## src/rtl/fnd_pkg.sv

```systemverilog
// Shared constants, types and helpers for the 4-digit time display.
// Latency: n/a (package only).
// Backpressure: n/a.
package fnd_pkg;

  localparam int NUM_DIGITS      = 4;
  localparam int BCD_CONV_CYCLES = 8;

  // Active-low {g,f,e,d,c,b,a} patterns for a common-anode display.
  localparam logic [6:0] SEG_0     = 7'b1000000;
  localparam logic [6:0] SEG_1     = 7'b1111001;
  localparam logic [6:0] SEG_2     = 7'b0100100;
  localparam logic [6:0] SEG_3     = 7'b0110000;
  localparam logic [6:0] SEG_4     = 7'b0011001;
  localparam logic [6:0] SEG_5     = 7'b0010010;
  localparam logic [6:0] SEG_6     = 7'b0000010;
  localparam logic [6:0] SEG_7     = 7'b1111000;
  localparam logic [6:0] SEG_8     = 7'b0000000;
  localparam logic [6:0] SEG_9     = 7'b0010000;
  localparam logic [6:0] SEG_BLANK = 7'b1111111;

  typedef enum logic [1:0] {
    CONV_IDLE  = 2'd0,
    CONV_SHIFT = 2'd1,
    CONV_DONE  = 2'd2
  } conv_state_e;

  // Two digits can show at most 99, so larger inputs saturate.
  function automatic logic [7:0] clamp99(input logic [7:0] v);
    return (v > 8'd99) ? 8'd99 : v;
  endfunction

  // Add-3 step of the shift-add-3 (double dabble) algorithm.
  function automatic logic [7:0] bcd_adjust(input logic [7:0] a);
    logic [3:0] t;
    logic [3:0] o;
    t = a[7:4];
    o = a[3:0];
    if (t >= 4'd5) t = t + 4'd3;
    if (o >= 4'd5) o = o + 4'd3;
    return {t, o};
  endfunction

  function automatic logic [6:0] seg_decode(input logic [3:0] n);
    case (n)
      4'd0:    return SEG_0;
      4'd1:    return SEG_1;
      4'd2:    return SEG_2;
      4'd3:    return SEG_3;
      4'd4:    return SEG_4;
      4'd5:    return SEG_5;
      4'd6:    return SEG_6;
      4'd7:    return SEG_7;
      4'd8:    return SEG_8;
      4'd9:    return SEG_9;
      default: return SEG_BLANK;
    endcase
  endfunction

endpackage

```

## src/rtl/bin_to_bcd_seq.sv

```systemverilog
// Sequential 8-bit binary (0..99) to two-digit BCD converter, shift-add-3.
// Latency: start accepted in IDLE, 8 SHIFT cycles, done pulses for one cycle in DONE.
// Backpressure: start is ignored while busy; caller must hold its request until idle.
// Ports: clk, reset_p (sync, active-low), start, bin[7:0] -> busy, done, bcd[7:0] {tens,ones}.
module bin_to_bcd_seq
  import fnd_pkg::*;
(
  input  logic       clk,
  input  logic       reset_p,
  input  logic       start,
  input  logic [7:0] bin,
  output logic       busy,
  output logic       done,
  output logic [7:0] bcd
);

  conv_state_e state_q, state_d;
  logic [7:0]  sh_q, sh_d;    // binary operand, consumed MSB first
  logic [7:0]  acc_q, acc_d;  // BCD accumulator {tens, ones}
  logic [2:0]  cnt_q, cnt_d;
  logic [7:0]  adj;

  assign adj = bcd_adjust(acc_q);

  always_ff @(posedge clk) begin
    if (!reset_p) begin
      state_q <= CONV_IDLE;
      sh_q    <= '0;
      acc_q   <= '0;
      cnt_q   <= '0;
    end else begin
      state_q <= state_d;
      sh_q    <= sh_d;
      acc_q   <= acc_d;
      cnt_q   <= cnt_d;
    end
  end

  always_comb begin
    state_d = state_q;
    sh_d    = sh_q;
    acc_d   = acc_q;
    cnt_d   = cnt_q;
    case (state_q)
      CONV_IDLE: begin
        if (start) begin
          sh_d    = bin;
          acc_d   = '0;
          cnt_d   = '0;
          state_d = CONV_SHIFT;
        end
      end
      CONV_SHIFT: begin
        // Tens never exceeds 4 before the final shift for inputs <= 99,
        // so dropping adj[7] loses nothing.
        acc_d = {adj[6:0], sh_q[7]};
        sh_d  = {sh_q[6:0], 1'b0};
        cnt_d = cnt_q + 3'd1;
        if (cnt_q == 3'(BCD_CONV_CYCLES - 1)) state_d = CONV_DONE;
      end
      CONV_DONE: state_d = CONV_IDLE;
      default:   state_d = CONV_IDLE;
    endcase
  end

  always_comb begin
    busy = (state_q != CONV_IDLE);
    done = (state_q == CONV_DONE);
    bcd  = acc_q;
  end

endmodule

```

## src/rtl/fnd_time_display.sv

```systemverilog
// Minutes:seconds to BCD plus 4-digit multiplexed common-anode 7-segment drive with colon and blink.
// Latency: bcd valid 10 edges after a stable input change; com/seg_7 registered together.
// Backpressure: none; input changes during a conversion are picked up at the next idle compare.
// Ports: clk, reset_p (sync, active-low), value_hi/value_lo[7:0], blink_en, dp_en
//        -> bcd[15:0] {hi_tens,hi_ones,lo_tens,lo_ones}, com[3:0] (active-low), seg_7[7:0] {dp,g..a} (active-low).
module fnd_time_display
  import fnd_pkg::*;
#(
  parameter int SCAN_DIV  = 100_000,
  parameter int BLINK_DIV = 50_000_000
) (
  input  logic        clk,
  input  logic        reset_p,
  input  logic [7:0]  value_hi,
  input  logic [7:0]  value_lo,
  input  logic        blink_en,
  input  logic        dp_en,
  output logic [15:0] bcd,
  output logic [3:0]  com,
  output logic [7:0]  seg_7
);

  localparam int SW    = (SCAN_DIV  > 1) ? $clog2(SCAN_DIV)  : 1;
  localparam int BW    = (BLINK_DIV > 1) ? $clog2(BLINK_DIV) : 1;
  localparam int IDX_W = $clog2(NUM_DIGITS);
  localparam logic [SW-1:0] SCAN_LAST  = SW'(SCAN_DIV - 1);
  localparam logic [BW-1:0] BLINK_LAST = BW'(BLINK_DIV - 1);

  // ---------------- conversion control ----------------
  logic [7:0]  hi_c, lo_c;
  logic [15:0] snap_q, snap_d;
  logic        force_q, force_d;
  logic        conv_start, conv_busy, conv_done;
  logic        hi_busy, hi_done, lo_busy, lo_done;
  logic [7:0]  hi_bcd, lo_bcd;
  logic [15:0] bcd_q, bcd_d;

  assign hi_c = clamp99(value_hi);
  assign lo_c = clamp99(value_lo);

  // Comparing the clamped value keeps an out-of-range input from
  // retriggering a conversion forever.
  assign conv_busy  = hi_busy | lo_busy;
  assign conv_done  = hi_done & lo_done;
  assign conv_start = !conv_busy && (force_q || ({hi_c, lo_c} != snap_q));

  always_comb begin
    snap_d  = snap_q;
    force_d = force_q;
    bcd_d   = bcd_q;
    if (conv_start) begin
      snap_d  = {hi_c, lo_c};
      force_d = 1'b0;
    end
    if (conv_done) bcd_d = {hi_bcd, lo_bcd};
  end

  bin_to_bcd_seq u_conv_hi (
    .clk     (clk),
    .reset_p (reset_p),
    .start   (conv_start),
    .bin     (hi_c),
    .busy    (hi_busy),
    .done    (hi_done),
    .bcd     (hi_bcd)
  );

  bin_to_bcd_seq u_conv_lo (
    .clk     (clk),
    .reset_p (reset_p),
    .start   (conv_start),
    .bin     (lo_c),
    .busy    (lo_busy),
    .done    (lo_done),
    .bcd     (lo_bcd)
  );

  // ---------------- scan and blink ----------------
  logic [SW-1:0]    pre_q, pre_d;
  logic [IDX_W-1:0] idx_q, idx_d;
  logic [BW-1:0]    blk_q, blk_d;
  logic             phase_q, phase_d;
  logic [3:0]       com_q, com_d;
  logic [7:0]       seg_q, seg_d;
  logic [3:0]       nib;

  always_comb begin
    pre_d   = (pre_q == SCAN_LAST) ? '0 : pre_q + SW'(1);
    idx_d   = (pre_q == SCAN_LAST) ? idx_q + IDX_W'(1) : idx_q;
    blk_d   = (blk_q == BLINK_LAST) ? '0 : blk_q + BW'(1);
    phase_d = (blk_q == BLINK_LAST) ? ~phase_q : phase_q;
  end

  // Segments are built from next-state index/bcd/phase so they land on
  // the same edge as com and never show a neighbouring digit.
  always_comb begin
    nib = 4'd0;
    case (idx_d)
      2'd0: nib = bcd_d[3:0];
      2'd1: nib = bcd_d[7:4];
      2'd2: nib = bcd_d[11:8];
      2'd3: nib = bcd_d[15:12];
      default: nib = 4'd0;
    endcase
    com_d = ~(4'b0001 << idx_d);
    if (blink_en && !phase_d) begin
      seg_d = 8'hFF;
    end else begin
      seg_d = {~((idx_d == IDX_W'(2)) && dp_en && phase_d), seg_decode(nib)};
    end
  end

  always_ff @(posedge clk) begin
    if (!reset_p) begin
      snap_q  <= '0;
      force_q <= 1'b1;
      bcd_q   <= '0;
      pre_q   <= '0;
      idx_q   <= '0;
      blk_q   <= '0;
      phase_q <= 1'b1;
      com_q   <= 4'b1110;
      seg_q   <= 8'b1100_0000;
    end else begin
      snap_q  <= snap_d;
      force_q <= force_d;
      bcd_q   <= bcd_d;
      pre_q   <= pre_d;
      idx_q   <= idx_d;
      blk_q   <= blk_d;
      phase_q <= phase_d;
      com_q   <= com_d;
      seg_q   <= seg_d;
    end
  end

  assign bcd   = bcd_q;
  assign com   = com_q;
  assign seg_7 = seg_q;

endmodule

```

## config.mk

```make
export PLATFORM = sky130hd
export DESIGN_NAME = fnd_time_display
export DESIGN_NICKNAME = d
export VERILOG_FILES = /design/src/rtl/fnd_pkg.sv /design/src/rtl/bin_to_bcd_seq.sv /design/src/rtl/fnd_time_display.sv
export SDC_FILE = /design/constraint.sdc
export NUM_CORES = 1
export LEC_CHECK = 0
export ABC_CLOCK_PERIOD_IN_PS = 3800
export BUFFER_PORTS_ARGS = -buffer_cell sky130_fd_sc_hd__buf_4
export CAP_MARGIN = 0
export CORE_UTILIZATION = 55
export CTS_CLUSTER_SIZE = 40
export DETAILED_ROUTE_END_ITERATION = 12
export GPL_ROUTABILITY_DRIVEN = 0
export PLACE_DENSITY = 0.75
export SYNTH_ARGS = -nofsm -noshare
export SYNTH_HDL_FRONTEND = slang
export SYNTH_SLANG_ARGS = --single-unit
```

## constraint.sdc

```tcl
create_clock -name clk -period 3.8 [get_ports clk]
set_clock_uncertainty 0.2 [all_clocks]
set_input_delay 0 -clock clk [delete_from_list [all_inputs] [get_ports clk]]
set_output_delay 0 -clock clk [all_outputs]
set_load 0.02 [all_outputs]
```

Yosys cells after proc, flatten, opt, wreduce, memory -nomap -nowiden
Memories as Yosys holds them, arrays and structs flattened.
Cells that the tools add are included.
{"block": "totals", "regBits": 133, "romBits": 112, "inputBits": 20, "output_inout_bits": 28, "word_cells": 104, "mem_count": 1}
{"block": "classes", "add_sub_neg": 9, "order_cmp": 6, "n_eq_ne": 16, "n_shift": 1, "mux": 26, "bitwise_logic": 6, "reduce_logical": 21}
{"memory": "(name not given)", "words": 16, "word_bits": 7, "read_ports": 1, "rd_clocked_by_memory_dff": 0, "wr": 0, "line": "fnd_pkg.sv:45", "rtl": "case (n)"}
{"operator": "8-bit one-hot mux with 2 select lines", "n": 4}
{"operator": "8-bit two-way mux", "n": 5}
{"operator": "26-bit by 1-bit adder with 26-bit output, second input constant", "n": 1}
{"operator": "26-bit == test, second input constant", "n": 1}
{"operator": "17-bit by 1-bit adder with 17-bit output, second input constant", "n": 1}
{"operator": "17-bit == test, second input constant", "n": 1}
{"operator": "4-bit by 3-bit greater-or-equal comparator with 1-bit output, second input constant", "n": 4}
{"operator": "8-bit by 7-bit greater-than comparator with 1-bit output, second input constant", "n": 2}
{"operator": "16-bit two-way mux", "n": 1}
{"operator": "16-bit inequality test", "n": 1}
{"operator": "4-bit one-hot mux with 4 select lines", "n": 1}
{"operator": "3-bit one-hot mux with 2 select lines", "n": 2}
{"operator": "3-bit two-way mux", "n": 3}
{"operator": "4-bit by 2-bit adder with 4-bit output, second input constant", "n": 2}
{"operator": "2-bit == test, second input constant", "n": 4}
{"operator": "2-bit two-way mux", "n": 4}
{"operator": "4-bit two-way mux", "n": 2}
{"operator": "2-bit one-hot mux with 2 select lines", "n": 2}
{"operator": "2-bit AND reduction", "n": 4}
{"operator": "2-bit nonzero test", "n": 4}
{"operator": "3-bit by 1-bit adder with 3-bit output, second input constant", "n": 2}
{"operator": "3-bit by 2-bit adder with 3-bit output, second input constant", "n": 2}
{"operator": "2-bit by 1-bit == test with 1-bit output, second input constant", "n": 3}
{"operator": "3-bit == test, second input constant", "n": 2}
{"operator": "15 further kinds", "n": 27}

Logic depth before layout (Yosys ltp)
Gate-level depths: netlist of the first run.
{"block": "depth", "depth_word": 7, "depth_mapped": 12, "ltp_nobuf": 11}

Cells and area by module
Synthesis of the first run repeated with hierarchy kept, for this count alone.
{"block": "unflattened", "hier_cells": 728, "area_unflattened_um2": 6526.3}
{"mod": "fnd_time_display", "n_inst": 1, "cells_each": 502, "area_per_inst_um2": 4409.2, "seq_area_each_um2": 1821.7}
{"mod": "bin_to_bcd_seq", "n_inst": 2, "cells_each": 113, "area_per_inst_um2": 1058.5, "seq_area_each_um2": 420.4}

Least setup slack after synthesis of the first run
Ideal clock, no wire load.
{"block": "synth_path", "path_kind": "reg-to-reg", "startpoint": "register pre_q[0]", "endpoint": "register seg_q[1], in the netlist seg_7[1]", "setup_ps": 87, "arrival_ps": 2414, "setup_slack_ps": 1099, "path_stages_with_launch": 12, "synth_period_minus_slack_ps": 2701, "path_cell_list": "dfxtp_1 ha_1 and4_1 and4_1 buf_2 nand3_1 o21ai_0 or3_1 ha_1 nor3_1 nor2_1 o31ai_1"}
{"block": "synth_via", "elab_chain_len": 6, "elab_cells_between_ends": 9, "classes_between": "eq/ne: 4; mux: 3; reduce/logical: 1; memory: 1"}
{"element": "from (decl)", "line": "fnd_time_display.sv:79", "rtl": "logic [SW-1:0] pre_q, pre_d;"}
{"element": "from (signal assigned)", "line": "fnd_time_display.sv:128", "rtl": "pre_q <= pre_d;"}
{"element": "17-bit == test *", "line": "fnd_time_display.sv:89", "rtl": "idx_d = (pre_q == SCAN_LAST) ? idx_q + IDX_W'(1) : idx_q;"}
{"element": "2-bit two-way mux *", "line": "fnd_time_display.sv:89"}
{"element": "2-bit == test, or another cell as far along", "line": "fnd_time_display.sv:98", "rtl": "case (idx_d)"}
{"element": "4-bit one-hot mux with 4 select lines *", "line": "fnd_time_display.sv:98"}
{"element": "memory 16 x 7 bit *"}
{"element": "6-bit two-way mux *", "line": "fnd_time_display.sv:106", "rtl": "if (blink_en && !phase_d) begin"}
{"element": "to (signal assigned)", "line": "fnd_time_display.sv:133", "rtl": "seg_q <= seg_d;"}
{"element": "to (decl)", "line": "fnd_time_display.sv:84", "rtl": "logic [7:0] seg_q, seg_d;"}
Every way passes the cells marked *; elsewhere a longest branch is shown, timed or not.
A chain may end at the register's enable or synchronous reset.

Worst setup path in the final report of the first run
Same ends and word-level chain as after synthesis.

==> results of run 1 <==
## area by class of cell
class | instances | area (um2)
Fill cell | 869 | 3465
Multi-Input combinational cell | 546 | 3317
Sequential cell | 133 | 2663
Timing Repair Buffer | 79 | 660.6
Clock buffer | 23 | 488.0
Tap cell | 140 | 175.2
Clock inverter | 9 | 100.1
Inverter | 18 | 67.56
## tightest hold or removal path, cell delays in order
cell and delay, ps:
buf_4 140, nor4_1 80, nor2_1 160, nor2_1 100, nor2_1 90, a21oi_1 50, nor2_1 80
## synthesized netlist by cell type, drive strengths merged (6+ instances only)
library cell,instances,share of area
inv,18,0.011
mux2i,21,0.034
nor4,6,0.0060
clkbuf,25,0.015
ha,19,0.038
and4,6,0.0084
a31oi,13,0.013
nor3,12,0.011
nand4,13,0.013
o21ai,18,0.014
buf,12,0.017
and3,10,0.010
xnor2,16,0.022
nor2,94,0.057
a21oi,47,0.039
or2,10,0.010
nand3,68,0.054
nand2b,19,0.019
nand2,79,0.047
dfxtp,133,0.43
xor2,33,0.046
## flip-flops by register name, indices dropped and copies added (netlist names), 2 cells and up
| register | cells |
|---|---|
| u_conv_hi.cnt_q | 3 |
| blk_q | 26 |
| pre_q | 17 |
| u_conv_lo.sh_q | 8 |
| u_conv_hi.sh_q | 8 |
| u_conv_lo.bcd | 8 |
| bcd | 16 |
| u_conv_hi.bcd | 8 |
| com | 4 |
| snap_q | 16 |
| u_conv_hi.state_q | 2 |
| u_conv_lo.state_q | 2 |
| u_conv_lo.cnt_q | 3 |
| seg_7 | 8 |
| idx_q | 2 |
## logic make-up after synthesis
kind of cell	synth area share
adder cells (fa/ha/maj)	0.03805
XOR/XNOR	0.06870
buffers and inverters	0.04286
flip-flops	0.4262
AO/OA/AOI/OAI	0.1218
AND/OR/NAND/NOR	0.2628
multiplexers	0.03965
## through the flow
step	instances	utilization	power (mW)
after floorplan	734	-	1.687
after CTS	948	0.6832	3.374
after global routing	948	0.6832	3.472
final	948	0.6832	3.350
after global placement	889	0.6047	1.735
after detailed placement	889	0.6047	1.743
## layer usage
metal | wire (um) | track usage | share of wire
met1 | 6224 | 0.3104 | 0.45
met2 | 6807 | 0.4222 | 0.49
met3 | 675 | 0.05666 | 0.048
met4 | 239 | 0.1062 | 0.017
met5 | 0 | 0 | 0
## where the power goes
group | internal, mW | leakage (nW) | switching (mW) | total, mW
logic | 0.111 | 1.48 | 0.161 | 0.272
registers | 1.44 | 1.08 | 0.0312 | 1.47
clock network | 1.03 | 0.289 | 0.578 | 1.61
## worst paths after layout
path,start,to,slack (ps)
setup reg to reg,pre_q[0],seg_7[1],550
setup / recovery,pre_q[0],seg_7[1],550
hold / removal,value_hi[7],snap_q[9],120
hold reg to reg,u_conv_lo.sh_q[7],u_conv_lo.bcd[0],250
==> flow_metrics.tcl, run 1 <==
set metrics [dict create \
    p_leak_nw 2.848 \
    cp_num_cells 10 \
    p_per_area_nw_per_um2 448.4 \
    vias_per_cell 5.754 \
    cp-start-kind "flip-flop" \
    setup_viol 0 \
    hold_viol 0 \
    outcome "completed" \
    first_iter_violations 332 \
    cp.buffers_inverters 0 \
    dp_hpwl_mm 9.219 \
    design.core.area_um2 10940 \
    drt_first_pass_iters 5 \
    synth.ff_latch_count 133 \
    critical_path_required_ps 3930 \
    holdWs_ps 120.0 \
    crit_path_frequent_cell "ha_1" \
    critPathMaxStageDelay_ps 430 \
    relSlewSlack 0.3928 \
    setup_tns_ps 0 \
    antenna_left 0 \
    port_buffers 47 \
    crit_chain "ha_1 -> and4_1 -> nand4_1 -> nand2_1 -> a21oi_1 -> or3_1 -> ha_1 -> nor3_1 -> nor2_1 -> o31ai_1" \
    drc_errors 0 \
    final_cell_mix "dfxtp_1 (133), nor2_1 (93), nand2_1 (79)" \
    synth_cell_type_count 62 \
    placed_cell_area_um2 6613 \
    cp_top_family "simple AND/OR/NAND/NOR gates" \
    fin_crit_ps 3249 \
    grt_pass1_wl_mm 23.09 \
    initial_utilization 0.5713 \
    slowest_stage "nand4_1" \
    tritoncts "built" \
    ys.flop_type "dfxtp_1" \
    dieArea_um2 11790 \
    netlist_area_um2 6247 \
    final_common_cell "dfxtp_1" \
    avgSynthCellArea_um2 8.511 \
    grt_overflow 0 \
    holdBufCountCts 27 \
    antenna_found_initial 0 \
    root_buffer "clkbuf_16" \
    yosys_warnings 0 \
    async_reset_ff_frac 0 \
    rsz0062_at_grt "no" \
    wirelength_mm 13.95 \
    clk_latency_ps 420 \
    std_cell_rows 38 \
    syn_nets 773 \
    clock-sinks 133 \
    htree_levels 4 \
    finalNetCount 834 \
    ys_seq_area_frac 0.4262 \
    grt_max_degree 47 \
    hold_path_depth 7 \
    worstSetupEndpointType "flip-flop" \
    grt_pass1_vias 5086 \
    cts_setup_buffers 0 \
    path_max_fanout 12 \
    drive_gt1_frac 0.1312 \
    max-cap-violations 0 \
    design_area_um2 7471 \
    cts_resized 0 \
    dp_slack_ps 636.9 \
    die_h_um 108.6 \
    io_pins 48 \
    synth_edf_count 0 \
    vias 5455 \
    die_w_um 108.6 \
    peakVddDrop_mv 0.3572 \
    rr_worst_depth 10 \
    cp.arrival_ps 3380 \
    worst-setup-path-type "reg -> reg" \
    period_share 0.8550 \
    clkTransAtPathRegs_ps 60 \
    tightest_slew_ps 910.8 \
    worst_slack_ps 550.8 \
    antenna_cells 0 \
    area_growth_pct 19.59 \
    max_clock_freq_mhz 307.8 \
    syn_inst 734 \
    slew_violations 0 \
    grt_use_total 0.2520 \
    hold_path_class "in -> reg" \
    cts_buffers 17 \
    clk_path_buf_depth 2 \
    wire_per_inst_um 14.71 \
]
Note: power is estimated with default switching activity, not from simulation.
==> run 2: changes to the inputs <==
--- a/config.mk
+++ b/config.mk
@@ -8,6 +8,7 @@
 export ABC_CLOCK_PERIOD_IN_PS = 3800
 export BUFFER_PORTS_ARGS = -buffer_cell sky130_fd_sc_hd__buf_4
 export CAP_MARGIN = 0
+export CORE_MARGIN = 4
 export CORE_UTILIZATION = 55
 export CTS_CLUSTER_SIZE = 40
 export DETAILED_ROUTE_END_ITERATION = 12
==> flow_metrics.tcl, run 2 (synthesis results as in run 1) <==
set metrics [dict create \
    worst_slack_ps 510.9 \
    setup_viol 0 \
    antenna_left 0 \
    cp.buffers_inverters 4 \
    area_growth_pct 20.01 \
    finalNonFillerCells 947 \
    clkTransAtPathRegs_ps 60 \
    cts_buffers 17 \
    outcome "completed" \
    seq_area_um2 2663 \
    tritoncts "built" \
    tightest_slew_ps 945.7 \
    fin_crit_ps 3289 \
    clk_latency_ps 420 \
    relSlewSlack 0.3695 \
    first_iter_violations 517 \
    htree_levels 4 \
    final_cell_mix "dfxtp_1 (133), nor2_1 (93), nand2_1 (79)" \
    period_share 0.8656 \
    drt_first_pass_iters 5 \
    setup_tns_ps 0 \
    fillerInstances 847 \
    worst-setup-path-type "in -> reg" \
    vias 5382 \
    design.core.area_um2 10980 \
    p_leak_nw 2.850 \
    grt_use_total 0.2234 \
    clock-sinks 133 \
    grt_overflow 0 \
    final_common_cell "dfxtp_1" \
    root_buffer "clkbuf_16" \
    path_max_fanout 44 \
    cp-start-kind "input pin" \
    p_per_area_nw_per_um2 454.8 \
    cp.arrival_ps 3380 \
    crit_path_frequent_cell "dlygate4sd3_1" \
    grt_pass1_wl_mm 23.85 \
    regMostFlops "blk_q" \
    finalNetCount 833 \
    multi_input_area_um2 3317 \
    antenna_found_initial 0 \
    initial_utilization 0.5688 \
    cts_resized 0 \
    cp_top_family "compound AO/OA/AOI/OAI gates" \
    reg_top3 "blk_q (26), pre_q (17)" \
    grt_max_degree 45 \
    max-cap-violations 0 \
    final_core_util 0.6826 \
    port_buffers 47 \
    dp_hpwl_mm 9.262 \
    drc_errors 0 \
    drive_gt1_frac 0.1326 \
    hold_path_class "in -> reg" \
    largest_reg_flops 26 \
    die_w_um 114.6 \
    wire_per_inst_um 14.57 \
    grt_pass1_vias 5214 \
    die_h_um 114.6 \
    dp_cells 888 \
    max_clock_freq_mhz 304.0 \
    dp_slack_ps 597.0 \
    hold_viol 0 \
    crit_chain "dlygate4sd3_1 -> buf_4 -> a21oi_2 -> nand2_1 -> a2111oi_2 -> o2111ai_1 -> o21bai_4 -> buf_12 -> o21bai_1 -> dlygate4sd3_1 -> a31oi_1" \
    total_power_mw 3.410 \
    clk_path_buf_depth 2 \
    worstSetupEndpointType "flip-flop" \
    dieArea_um2 13130 \
    slew_violations 0 \
    io_pins 48 \
    peakVddDrop_mv 0.3914 \
    rsz0062_at_grt "no" \
    wirelength_mm 13.80 \
    slowest_stage "dlygate4sd3_1" \
    antenna_cells 0 \
    critPathMaxStageDelay_ps 610 \
    std_cell_rows 38 \
    vias_per_cell 5.683 \
    critical_path_required_ps 3890 \
]
run 2: changes by cell type in the layout (fill, tap and decap cells not counted):
cell / before / now
clkinv_4: 0 / 1
buf_4: 52 / 50
clkinvlp_4: 2 / 5
clkbuf_8: 4 / 2
bufinv_16: 2 / 3
clkinv_2: 5 / 4
clkbuf_1: 2 / 0
buf_12: 0 / 1
run 2: repair_timing:
item / CTS / global route
hold buffers: 27 / 0
hold endpoints to repair: 46 / 0
setup buffers: 0 / 0
setup endpoints to repair: 0 / 0
run 2: through the flow:
step / hold WS, ps / cell area, um2
floorplan: -28.64 / 6247
global placement: 106.7 / 6618
detailed placement: 111.0 / 6618
CTS: 75.18 / 7497
global route: 161.0 / 7497
finish: 89.09 / 7497
run 2: cell type report:
cell class,instances,area share
Tap cell,140,0.02336
Multi-Input combinational cell,546,0.4424
Inverter,18,0.009012
Timing Repair Buffer,78,0.08878
Clock buffer,19,0.06041
Clock inverter,13,0.02086
Sequential cell,133,0.3551
run 2: power breakdown:
group	leakage (nW)	internal, mW	switching, mW
sequential	1.08	1.44	0.0317
clock	0.287	1.06	0.602
combinational	1.48	0.114	0.162
total	2.85	2.61	0.796
run 2: per-layer routing:
layer,wire (um),GRT usage
met5,0,0
met4,198,0.07680
met3,662,0.05655
met2,6730,0.3780
met1,6206,0.2761
run 2: path summary, 6_finish.rpt:
kind / start / endpoint / slack (ps) / cells after the start
setup reg to reg: snap_q[14] / u_conv_lo.sh_q[6] / 510 / 9
hold reg to reg: pre_q[0] / pre_q[0] / 250 / 1
setup / recovery: value_lo[6] / u_conv_lo.sh_q[6] / 510 / 11
hold / removal: value_hi[7] / snap_q[9] / 90 / 7
run 2: worst min-delay path, cell delays in order:
cell     delay, ps
buf_4          140
nor4_1          80
nor2_1         150
nor2_1          90
nor2_1          80
a21oi_1         50
nor2_1          70
